===== src/rtl/float_pack_seq.sv =====
// float_pack_seq: sequential packer from an unnormalized sign/exponent/
// fixed-point magnitude triple to IEEE-754 single precision.
// Normalization uses one shift per cycle. Rounding is round-to-nearest-even.
// Overflow saturates to infinity. Underflow flushes to signed zero, because
// subnormals are not produced.
// Ports:
//   clk, rst                 clock, synchronous active-high reset
//   in_valid / in_ready      operand handshake (S_in, E_in, M_in)
//   out_valid / out_ready    result handshake (P, ovf, unf)
module float_pack_seq (
  input  logic        clk,
  input  logic        rst,
  input  logic        in_valid,
  output logic        in_ready,
  input  logic        S_in,
  input  logic [9:0]  E_in,
  input  logic [31:0] M_in,
  output logic        out_valid,
  input  logic        out_ready,
  output logic [31:0] P,
  output logic        ovf,
  output logic        unf
);
  typedef enum logic [1:0] {IDLE, NORM, ROUND, DONE} state_t;

  state_t             state_q, state_d;
  logic               s_q, s_d;
  logic signed [10:0] e_q, e_d;
  logic [31:0]        m_q, m_d;
  logic               sticky_q, sticky_d;
  logic [31:0]        p_q, p_d;
  logic               ovf_q, ovf_d;
  logic               unf_q, unf_d;

  // Rounding datapath. It is only meaningful while in ROUND.
  logic [22:0]        frac;
  logic               guard, st, inc;
  logic [23:0]        frac_inc;
  logic signed [12:0] biased;

  always_comb begin
    frac     = m_q[29:7];
    guard    = m_q[6];
    st       = (|m_q[5:0]) | sticky_q;
    inc      = guard & (st | m_q[7]);
    frac_inc = {1'b0, frac} + {23'h0, inc};
    // Widen to 13 bits so that large exponents cannot wrap past the bias.
    // A carry out of the fraction bumps the exponent.
    biased   = {{2{e_q[10]}}, e_q} + 13'sd127 + {12'h0, frac_inc[23]};
  end

  always_comb begin
    state_d  = state_q;
    s_d      = s_q;
    e_d      = e_q;
    m_d      = m_q;
    sticky_d = sticky_q;
    p_d      = p_q;
    ovf_d    = ovf_q;
    unf_d    = unf_q;
    case (state_q)
      IDLE: if (in_valid) begin
        s_d      = S_in;
        e_d      = {E_in[9], E_in};
        m_d      = M_in;
        sticky_d = 1'b0;
        state_d  = NORM;
      end
      NORM: begin
        if (m_q == 32'h0) begin
          state_d = ROUND;
        end else if (m_q[31]) begin
          m_d      = {1'b0, m_q[31:1]};
          e_d      = e_q + 11'sd1;
          sticky_d = sticky_q | m_q[0];
        end else if (!m_q[30]) begin
          m_d = {m_q[30:0], 1'b0};
          e_d = e_q - 11'sd1;
        end else begin
          state_d = ROUND;
        end
      end
      ROUND: begin
        ovf_d = 1'b0;
        unf_d = 1'b0;
        if (m_q == 32'h0) begin
          p_d = {s_q, 31'h0};
        end else if (biased >= 13'sd255) begin
          p_d   = {s_q, 8'hFF, 23'h0};
          ovf_d = 1'b1;
        end else if (biased <= 13'sd0) begin
          p_d   = {s_q, 31'h0};
          unf_d = 1'b1;
        end else begin
          // On a carry out of the fraction, frac_inc[22:0] is already zero.
          p_d = {s_q, biased[7:0], frac_inc[22:0]};
        end
        state_d = DONE;
      end
      DONE: if (out_ready) state_d = IDLE;
      default: state_d = IDLE;
    endcase
  end

  always_ff @(posedge clk) begin
    if (rst) begin
      state_q  <= IDLE;
      s_q      <= 1'b0;
      e_q      <= '0;
      m_q      <= '0;
      sticky_q <= 1'b0;
      p_q      <= '0;
      ovf_q    <= 1'b0;
      unf_q    <= 1'b0;
    end else begin
      state_q  <= state_d;
      s_q      <= s_d;
      e_q      <= e_d;
      m_q      <= m_d;
      sticky_q <= sticky_d;
      p_q      <= p_d;
      ovf_q    <= ovf_d;
      unf_q    <= unf_d;
    end
  end

  assign in_ready  = (state_q == IDLE);
  assign out_valid = (state_q == DONE);
  assign P         = p_q;
  assign ovf       = ovf_q;
  assign unf       = unf_q;
endmodule


===== config.mk =====
export PLATFORM = sky130hd
export DESIGN_NAME = float_pack_seq
export DESIGN_NICKNAME = d
export VERILOG_FILES = /design/src/rtl/float_pack_seq.sv
export SDC_FILE = /design/constraint.sdc
export NUM_CORES = 1
export LEC_CHECK = 0
export CORE_MARGIN = 2
export CORE_UTILIZATION = 58
export CTS_CLUSTER_DIAMETER = 200
export CTS_CLUSTER_SIZE = 14
export DETAILED_ROUTE_END_ITERATION = 6
export PLACE_DENSITY = 0.87
export SLEW_MARGIN = 0
export SYNTH_ARGS = -nofsm -noshare
export SYNTH_HDL_FRONTEND = slang
export SYNTH_SLANG_ARGS = --single-unit

===== constraint.sdc =====
create_clock -name clk -period 9.1 [get_ports clk]
set_input_delay 0.91 -clock clk [delete_from_list [all_inputs] [get_ports clk]]
set_output_delay 0.91 -clock clk [all_outputs]
set_load 0.005 [all_outputs]

==> impl_metrics.csv <==
group,metric,value,unit
setup_path,end_kind,"flip-flop",
clocking,htreeDepth,3,
yosys,syn-num-nets,680,
power_and_ir_drop,leakage,0.00197,uW
sta,rsz0062_at_grt,"no",
setup_path,cp_max_fo,73,
yosys,netlist_top_cells_area,"dfxtp_1, nand2_1, o211ai_1",
clocking,postCtsSetupBuffers,0,
sta,period_minus_slack,3.63,ns
setup_path,required,9.36,ns
die,die_width,95.8,microns
run,drv_cap,0,
routing,avgRoutedWirePerCell,16.2,microns
power_and_ir_drop,peakVddDrop,0.000268,V
routing,routed_via_density,6.26,
routing,drc,0,
yosys,synth-seq-cells,81,
sta,finalHoldViolCount,0,
yosys,yosys_warnings,0,
global_routing,antenna_found_initial,0,
yosys,synth-edff-count,0,
die,io-pin-count,83,
finish,layout-drive-gt1-share,8.52,%
hold_path,hold_path.class,"flip-flop to flip-flop",
yosys,ys_async_sr_fraction,0,%
sta,slew_viol_final,0,
die,initial_utilization,59.7,%
clocking,clk_path_buf_depth,2,
yosys,ys_types,60,
die,rows,33,
clocking,cts_root_buf,"clkbuf_8",
placed_design,place_congestion,1.02,
routing,dr.pass1.iters,5,
setup_path,setup.worst_path.start_class,"flip-flop",
clocking,cts_sinks,81,
setup_path,crit_type,"flip-flop to flip-flop",
power_and_ir_drop,swShare,46.7,%
yosys,synth_top_area_share,33.2,%
power_and_ir_drop,pwr-share-seq,31.9,%
finish,synthToLayoutAreaGrowth,20.6,%
power_and_ir_drop,clock_power_share,13.9,%
yosys,yosysMostFrequentCell,"nand2_1",
clocking,post_cts_resized,0,
clocking,numCtsBuffers,9,
sta,tns,0,ns
placed_design,hpwl,8.69,mm
setup_path,crit_arrival,3.89,ns
finish,diodes,0,
yosys,syn_area,4880,sq um
clocking,cts_tree,"built",
routing,vias,4847,
sta,slew_headroom,32.1,%
yosys,synth_top_area_cell,"dfxtp_1",
routing,first_iter_violations,560,
sta,clock_skew,0.00986,ns
status,status,"finished clean",
sta,fin_ws,5.47,ns
sta,timing.final.crit_share,39.9,%
yosys,yosysSeqAreaShare,33.2,%
routing,ant_nets,0,
clocking,cts_hold_buf,0,
global_routing,groute.usage.overall,27.9,%
global_routing,grt_pass1_wl,20.2,mm
clocking,clkLatencyLatePin,0.35,ns
die,die-area,9170,sq um
power_and_ir_drop,p_comb_share,54.2,%
placed_design,port_buffers,82,
sta,fmax,0.275,GHz
global_routing,grt_overflow,0,
yosys,avgSynthCellArea,7.93,sq um
placed_design,place_ws,5.58,ns
power_and_ir_drop,p_int,1090,uW
power_and_ir_drop,power_density,346,nW/um^2
global_routing,grt_max_degree,74,
finish,nNetsFinal,728,
die,die_h,95.8,microns
global_routing,first_global_vias,4245,
yosys,synth-main-ff-cell,"dfxtp_1",
die,core_area,8180,sq um
sta,setup_viol,0,
yosys,netlist_top_cells_count,"nand2_1, dfxtp_1, a21oi_1, clkbuf_1, o211ai_1",
clocking,clk_pin_slew,0.08,ns
power_and_ir_drop,p_sw,950,uW
routing,wirelength,12.5,mm
yosys,netlist_instances,616,
sta,worstMarginPinSlew,1.02,ns
==> through the flow <==
step                cells  util, %  total power (uW)  cell area (sq um)  hold WS (ns)
finish                774     72.0              2040               5890         0.457
global route          774     72.0              2190               5890         0.478
CTS                   774     72.0              2020               5890         0.454
detailed placement    758     69.4              1730               5670         0.443
global placement      758     69.4              1690               5670         0.436
floorplan             616        -              1470               4880         0.436
==> layer usage <==
layer | track usage, % | share of wire [%] | vias up
li1 | - | - | 2335
met1 | 38.3 | 43 | 2244
met2 | 45.1 | 47 | 242
met3 | 2.90 | 7.8 | 26
met4 | 11.3 | 2.2 | 0
met5 | 0 | 0 | -
==> power groups by stage <==
stage	Clock [uW]	Sequential, uW	Combinational [uW]
floorplan	0	558	907
global placement	0	639	1050
detailed placement	0	647	1080
CTS	286	641	1090
global route	301	667	1220
finish	282	650	1100
==> cell usage in the layout (no fill, tap or decap), types with 6 or more instances in the layout <==
| cell | n |
|---|---|
| a211oi_1 | 10 |
| a21oi_1 | 43 |
| a22o_1 | 9 |
| and3_1 | 6 |
| buf_4 | 6 |
| clkbuf_8 | 11 |
| clkdlybuf4s50_1 | 82 |
| dfxtp_1 | 81 |
| ha_1 | 15 |
| inv_1 | 26 |
| mux2i_1 | 7 |
| nand2_1 | 107 |
| nand3_1 | 26 |
| nand4_1 | 6 |
| nor2_1 | 27 |
| nor3_1 | 8 |
| nor4_1 | 7 |
| o211ai_1 | 34 |
| o21ai_0 | 16 |
| o21ai_2 | 20 |
| o221ai_1 | 9 |
| o311ai_0 | 16 |
| xnor2_1 | 28 |
| xor2_1 | 8 |
==> state kept, by name (all words and copies together) (netlist names) <==
signal / cells
unf: 1
m_q: 32
ovf: 1
s_q: 1
P: 32
e_q: 11
sticky_q: 1
state_q: 2
==> critical path, cell delays in order (launching register included) <==
cell      delay [ns]
dfxtp_1         0.34
inv_1           0.08
ha_2            0.16
buf_4           0.57
inv_1           0.37
o21ai_0         0.54
a31o_2          0.92
o21ai_0         0.22
a221oi_1        0.33
==> cell families (layout without fill, tap and decap cells) <==
logic type	Yosys count	in the layout	synth area share (%)
muxes	7	7	1.43
buffers and inverters	78	131	6.53
adders and majority gates	17	17	4.51
DFF	81	81	33.2
xor gates and xnor gates	36	36	6.46
and+or+nand+nor	209	209	19.8
AOI/OAI and AO/OA	188	188	28.1
==> path summary, 6_finish.rpt <==
path	from	endpoint	slack, ns	depth (start not counted)
setup / recovery	state_q[1]	e_q[0]	5.47	8
hold / removal	P[2]	P[2]	0.46	2
setup reg to reg	state_q[1]	e_q[0]	5.47	8
hold reg to reg	P[2]	P[2]	0.46	2
==> final cells by class <==
class	instances	area, sq um
tap	105	131
timing repair buffer	88	866
fill	638	2290
clock buffer	11	151
clock inverter	5	62.6
multi-input combinational	457	2950
sequential	81	1620
inverter	27	101
(Power assumes the default switching activity.)
